--- config.mk ---
export PLATFORM = sky130hd
export DESIGN_NAME = spi_ram_master
export DESIGN_NICKNAME = d
export VERILOG_FILES = /design/src/rtl/spi_ram_pkg.sv /design/src/rtl/spi_ram_master.sv
export SDC_FILE = /design/constraint.sdc
export NUM_CORES = 1
export LEC_CHECK = 0
export ABC_AREA = 1
export CAP_MARGIN = 5
export CORE_MARGIN = 3
export CORE_UTILIZATION = 53
export CTS_BUF_LIST = sky130_fd_sc_hd__clkbuf_16
export CTS_CLUSTER_DIAMETER = 150
export CTS_CLUSTER_SIZE = 20
export DETAILED_ROUTE_END_ITERATION = 10
export PLACE_DENSITY = 0.79
export SYNTH_ARGS = -nofsm -noshare
export SYNTH_HDL_FRONTEND = slang
export SYNTH_SLANG_ARGS = --single-unit
--- constraint.sdc ---
create_clock -name clk -period 1.85 [get_ports clk]
set_input_delay 0.37 -clock clk [delete_from_list [all_inputs] [get_ports clk]]
set_output_delay 0.37 -clock clk [all_outputs]
set_load 0.02 [all_outputs]
--- src/rtl/spi_ram_pkg.sv ---
// Shared types and sizes for the SPI RAM master, its bench and scoreboard.
package spi_ram_pkg;

    localparam int unsigned FRAME_BITS = 10;
    localparam int unsigned DATA_W     = 8;

    typedef enum logic [1:0] {
        WR_ADDR = 2'b00,
        WR_DATA = 2'b01,
        RD_ADDR = 2'b10,
        RD_DATA = 2'b11
    } op_e;

    typedef enum logic [2:0] {
        ST_IDLE,
        ST_SEL,
        ST_CMD,
        ST_SHIFT,
        ST_WAIT,
        ST_CAPT,
        ST_GAP
    } state_e;

endpackage

--- src/rtl/spi_ram_master.sv ---
// SPI master that serialises one RAM command per frame onto SS_n/MOSI
// and returns read-data bytes captured from MISO on a one-cycle strobe.
module spi_ram_master
    import spi_ram_pkg::*;
#(
    parameter int unsigned RD_WAIT = 2,
    parameter int unsigned GAP     = 1
) (
    input  logic              clk,
    input  logic              rst_n,
    input  logic              cmd_valid,
    output logic              cmd_ready,
    input  logic [1:0]        cmd_op,
    input  logic [DATA_W-1:0] cmd_data,
    output logic              rsp_valid,
    output logic [DATA_W-1:0] rsp_data,
    output logic              SS_n,
    output logic              MOSI,
    input  logic              MISO,
    output logic              busy
);

    localparam int unsigned CNT_W = 4;
    localparam logic [CNT_W-1:0] SHIFT_LOAD = CNT_W'(FRAME_BITS - 1);
    localparam logic [CNT_W-1:0] WAIT_LOAD  = CNT_W'(RD_WAIT - 1);
    localparam logic [CNT_W-1:0] CAPT_LOAD  = CNT_W'(DATA_W - 1);
    localparam logic [CNT_W-1:0] GAP_LOAD   = CNT_W'(GAP - 1);

    state_e                state, state_d;
    logic [CNT_W-1:0]      cnt, cnt_d;
    logic [FRAME_BITS-1:0] sr, sr_d;
    logic                  rd_q, rd_d;
    logic [DATA_W-2:0]     cap, cap_d;
    logic [DATA_W-1:0]     rsp_data_d;
    logic                  rsp_valid_d;
    logic                  ss_n_d;
    logic                  mosi_d;
    logic                  busy_d;
    logic                  cmd_is_rd;

    assign cmd_ready = (state == ST_IDLE);
    assign cmd_is_rd = (cmd_op == RD_DATA);

    // Next-state, shared down-counter and datapath; every counted state reloads on entry.
    always_comb begin
        state_d     = state;
        cnt_d       = cnt;
        sr_d        = sr;
        rd_d        = rd_q;
        cap_d       = cap;
        rsp_data_d  = rsp_data;
        rsp_valid_d = 1'b0;

        unique case (state)
            ST_IDLE: begin
                if (cmd_valid) begin
                    state_d = ST_SEL;
                    sr_d    = {cmd_op, cmd_is_rd ? {DATA_W{1'b0}} : cmd_data};
                    rd_d    = cmd_is_rd;
                end
            end
            ST_SEL: state_d = ST_CMD;
            ST_CMD: begin
                state_d = ST_SHIFT;
                cnt_d   = SHIFT_LOAD;
            end
            ST_SHIFT: begin
                sr_d = {sr[FRAME_BITS-2:0], 1'b0};
                if (cnt == '0) begin
                    state_d = rd_q ? ST_WAIT : ST_GAP;
                    cnt_d   = rd_q ? WAIT_LOAD : GAP_LOAD;
                end else begin
                    cnt_d = cnt - CNT_W'(1);
                end
            end
            ST_WAIT: begin
                if (cnt == '0) begin
                    state_d = ST_CAPT;
                    cnt_d   = CAPT_LOAD;
                end else begin
                    cnt_d = cnt - CNT_W'(1);
                end
            end
            ST_CAPT: begin
                cap_d = {cap[DATA_W-3:0], MISO};
                if (cnt == '0) begin
                    rsp_data_d  = {cap, MISO};
                    rsp_valid_d = 1'b1;
                    state_d     = ST_GAP;
                    cnt_d       = GAP_LOAD;
                end else begin
                    cnt_d = cnt - CNT_W'(1);
                end
            end
            ST_GAP: begin
                if (cnt == '0) begin
                    state_d = ST_IDLE;
                end else begin
                    cnt_d = cnt - CNT_W'(1);
                end
            end
            default: state_d = ST_IDLE;
        endcase

        // Pin values are decoded from the next state so the flops line up with the state they belong to.
        ss_n_d = (state_d == ST_IDLE) || (state_d == ST_GAP);
        mosi_d = ((state_d == ST_CMD) || (state_d == ST_SHIFT)) && sr_d[FRAME_BITS-1];
        busy_d = (state_d != ST_IDLE);
    end

    always_ff @(posedge clk or negedge rst_n) begin
        if (!rst_n) begin
            state     <= ST_IDLE;
            cnt       <= '0;
            sr        <= '0;
            rd_q      <= 1'b0;
            cap       <= '0;
            rsp_data  <= '0;
            rsp_valid <= 1'b0;
            SS_n      <= 1'b1;
            MOSI      <= 1'b0;
            busy      <= 1'b0;
        end else begin
            state     <= state_d;
            cnt       <= cnt_d;
            sr        <= sr_d;
            rd_q      <= rd_d;
            cap       <= cap_d;
            rsp_data  <= rsp_data_d;
            rsp_valid <= rsp_valid_d;
            SS_n      <= ss_n_d;
            MOSI      <= mosi_d;
            busy      <= busy_d;
        end
    end

endmodule

==> impl_metrics.py <==
metrics = {
    "outcome": {
        "status": "finished, final reports clean",
    },
    "min_path": {
        "hold_end": "rsp_data[7]",
        "hp-start": "rsp_data[7]",
        "hold_class": "reg -> reg",
        "whs_path_depth": 2,
    },
    "clock_tree": {
        "cts_buffers": 5,
        "htreeDepth": 2,
        "cts-root-buf": "clkbuf_16",
        "tritoncts": "built",
        "clock-sinks": 37,
        "clk_transition_reported_paths_ns": 0.05,
        "holdBufCountCts": 0,
        "clk_latency_ns": 0.28,
        "clk_path_buf_depth": 2,
    },
    "timing": {
        "rsz0062_at_grt": "false",
        "drv_slew": 0,
        "hold_violations": 0,
        "relSlewSlack_pct": 69.8,
        "finalCritPeriodShare_pct": 94.1,
        "fmax_ghz": 0.574,
        "clock_skew_ns": 0.00534,
        "period_needed_ns": 1.74,
        "worst_pin_slew_ns": 0.453,
        "setup_viol": 0,
        "tns_ns": 0,
        "fin_ws_ns": 0.109,
    },
    "critical_path": {
        "worstPathCellList": "clkdlybuf4s50_1",
        "cp_top_family": "buffers and inverters",
        "worst-r2r-cell-count": 9,
        "r2r-end": "cnt[1]",
        "path_buf_inv": 1,
        "rrSetupSlack_ns": 0.21,
        "slowest_delay_ns": 0.59,
        "critPathKind": "reg -> out",
        "crit_required_ns": 1.48,
        "r2r_start": "cnt[0]",
        "cp-end-kind": "output port",
        "critPathMaxFanout": 1,
        "slowest_stage": "clkdlybuf4s50_1",
        "start_kind": "flip-flop",
        "crit_arrival_ns": 1.37,
    },
    "floorplan": {
        "pin_count": 27,
        "fp.dieW_microns": 63.6,
        "rows": 20,
        "initial_core_util_pct": 56.6,
        "core_area_sq_mm": 0.00310,
        "fp.dieH_microns": 63.6,
        "dieArea_sq_mm": 0.00404,
    },
    "pwr": {
        "combPwrFrac_pct": 45.8,
        "power.density_mw_per_mm2": 1890,
        "intPower_w": 0.00258,
        "p_clk_share_pct": 21.7,
        "vdd_drop_max_mv": 0.829,
        "power.share.switching_pct": 39.6,
        "power.leakage_nw": 1.13,
        "power_frac_seq_pct": 32.6,
        "switching_power_w": 0.00169,
    },
    "placement": {
        "dpl.hpwl_microns": 2390,
        "portBuffers": 26,
        "pre_cts_ws_ns": 0.114,
        "gp_congestion": 0.830,
    },
    "synth": {
        "yosys.area.top_type_share_pct": 51.3,
        "synth_area_per_cell_sq_um": 8.33,
        "ys_ff_latch": 37,
        "syn_inst": 211,
        "syn_area_sq_mm": 0.00176,
        "syn_nets": 226,
        "yosysSeqAreaShare_pct": 52.8,
        "ys_top_cells_by_area": "dfrtp_1 51%, nand2_1 13%, nand3_1 6.6%, inv_1 5.6%, o21ai_0 2.8%",
        "ys_types": 28,
        "yosysWarningCount": 0,
        "synth_top_cell_by_area": "dfrtp_1",
    },
    "layout": {
        "final_common_cell": "nand2_1",
        "final_nets": 261,
        "n_fill_cell": 265,
        "drive_gt1_share_pct": 10.9,
        "area_growth_pct": 28.8,
        "layout_common_cells": "59 x nand2_1, 36 x dfrtp_1, 27 x inv_1",
        "diodes": 0,
    },
    "drt": {
        "drc_errors": 0,
        "routed_via_density": 5.00,
        "ant_nets": 0,
        "routedWlPerCell_microns": 11.7,
        "drt-pass1-iter-count": 4,
        "vias": 1455,
        "drt-total-wl_microns": 3410,
        "drtIter0Drc": 92,
    },
    "global_routing": {
        "antenna_found_initial": 0,
        "grt_max_degree": 38,
        "grt_overflow": 0,
        "grt_pass1_vias": 1372,
        "grt_pass1_wl_microns": 6020,
        "grt_usage_pct": 19.1,
    },
    "run": {
        "cap_violations": 0,
    },
}
==> flip-flops by register name, summed over array words and instances, names as in the netlist <==
name and flops:
state 3, sr 10, rsp_data 8, busy 1
rsp_valid 1, rd_q 1, cnt 4, MOSI 1
cap 7, SS_n 1
==> logic make-up (layout without fill, tap and decap cells) <==
group	Yosys count	count (layout)	synth area share [%]
AND/OR/NAND/NOR	109	109	29.0
flip-flops	37	37	52.8
AO/OA/AOI/OAI	28	28	8.97
buffers and inverters	34	70	7.55
XOR/XNOR	2	2	0.997
adder cells (fa/ha/maj)	1	1	0.712
==> how the worst max path moves through the flow <==
stage	to	start	slack, ns	cells after the start
6_report	SS_n	SS_n	0.11	1
5_1_grt	MOSI	cnt[0]	0.03	9
4_1_cts	SS_n	SS_n	0.1	1
3_5_place_dp	cmd_ready	state[1]	0.11	4
3_3_place_gp	cmd_ready	state[1]	0.14	4
2_1_floorplan	cnt[1]	cnt[0]	0.43	9
==> repair_timing <==
| action | in CTS | in global routing |
|---|---|---|
| resized for setup | 2 | 0 |
| setup endpoints to repair | 1 | 0 |
| setup buffers | 0 | 0 |
==> worst reg2reg max path, delay by kind of cell (launching register included) <==
family | cells | cell delay [ns]
DFF | 1 | 0.40
buffers and inverters | 1 | 0.09
and+or+nand+nor | 7 | 0.72
adders and majority gates | 1 | 0.30
==> power groups by stage <==
stage | Combinational [W] | Sequential [W] | Clock [W]
floorplan | 0.00118 | 0.00153 | 0
global placement | 0.00191 | 0.00139 | 0
detailed placement | 0.00195 | 0.00139 | 0
CTS | 0.00196 | 0.00139 | 0.000946
global route | 0.00218 | 0.00144 | 0.000986
finish | 0.00196 | 0.00139 | 0.000927
==> synth_stat cells <==
| cell | number |
|---|---|
| o221ai_1 | 3 |
| o21ai_0 | 10 |
| inv_1 | 26 |
| xnor2_1 | 1 |
| nand3_1 | 23 |
| o211ai_1 | 1 |
| nand2_2 | 1 |
| a21boi_0 | 1 |
| nand2_1 | 59 |
| nor2_1 | 13 |
| buf_2 | 1 |
| xor2_1 | 1 |
| nand3b_1 | 1 |
| a21oi_1 | 5 |
| buf_4 | 1 |
| o22ai_1 | 1 |
| nand4_1 | 5 |
| nor2_4 | 3 |
| dfrtp_1 | 36 |
| ha_1 | 1 |
| nand3_4 | 1 |
| nor2_2 | 1 |
| dfstp_2 | 1 |
| o21ai_1 | 7 |
| nand2_4 | 1 |
| clkbuf_1 | 2 |
| nand3_2 | 1 |
| inv_2 | 4 |
==> layout make-up <==
type,count,area (sq um),area share [%]
Tap cell,44,55.1,2.43
Inverter,30,113,4.98
Multi-Input combinational cell,140,699,30.9
Sequential cell,37,927,41.0
Timing Repair Buffer,32,304,13.4
Clock inverter,3,38.8,1.71
Clock buffer,5,125,5.53
==> per-stage QoR <==
stage	total power (W)	std cells	hold slack (ns)	area [sq um]	util, %
after floorplan	0.00271	211	0.0744	1760	-
after global placement	0.00330	283	0.456	2100	67.6
after detailed placement	0.00334	283	0.457	2100	67.6
after CTS	0.00430	291	0.471	2260	72.9
after global routing	0.00462	291	0.503	2260	72.9
final	0.00428	291	0.468	2260	72.9
==> routing by layer <==
| metal | vias to the layer above | wire length [microns] | global-route usage (%) |
|---|---|---|---|
| li1 | 755 | - | - |
| met1 | 657 | 1650 | 25.2 |
| met2 | 38 | 1570 | 30.1 |
| met3 | 5 | 162 | 4.46 |
| met4 | 0 | 30 | 7.82 |
| met5 | - | 0 | 0 |
Note: power is estimated with default switching activity, not from simulation.
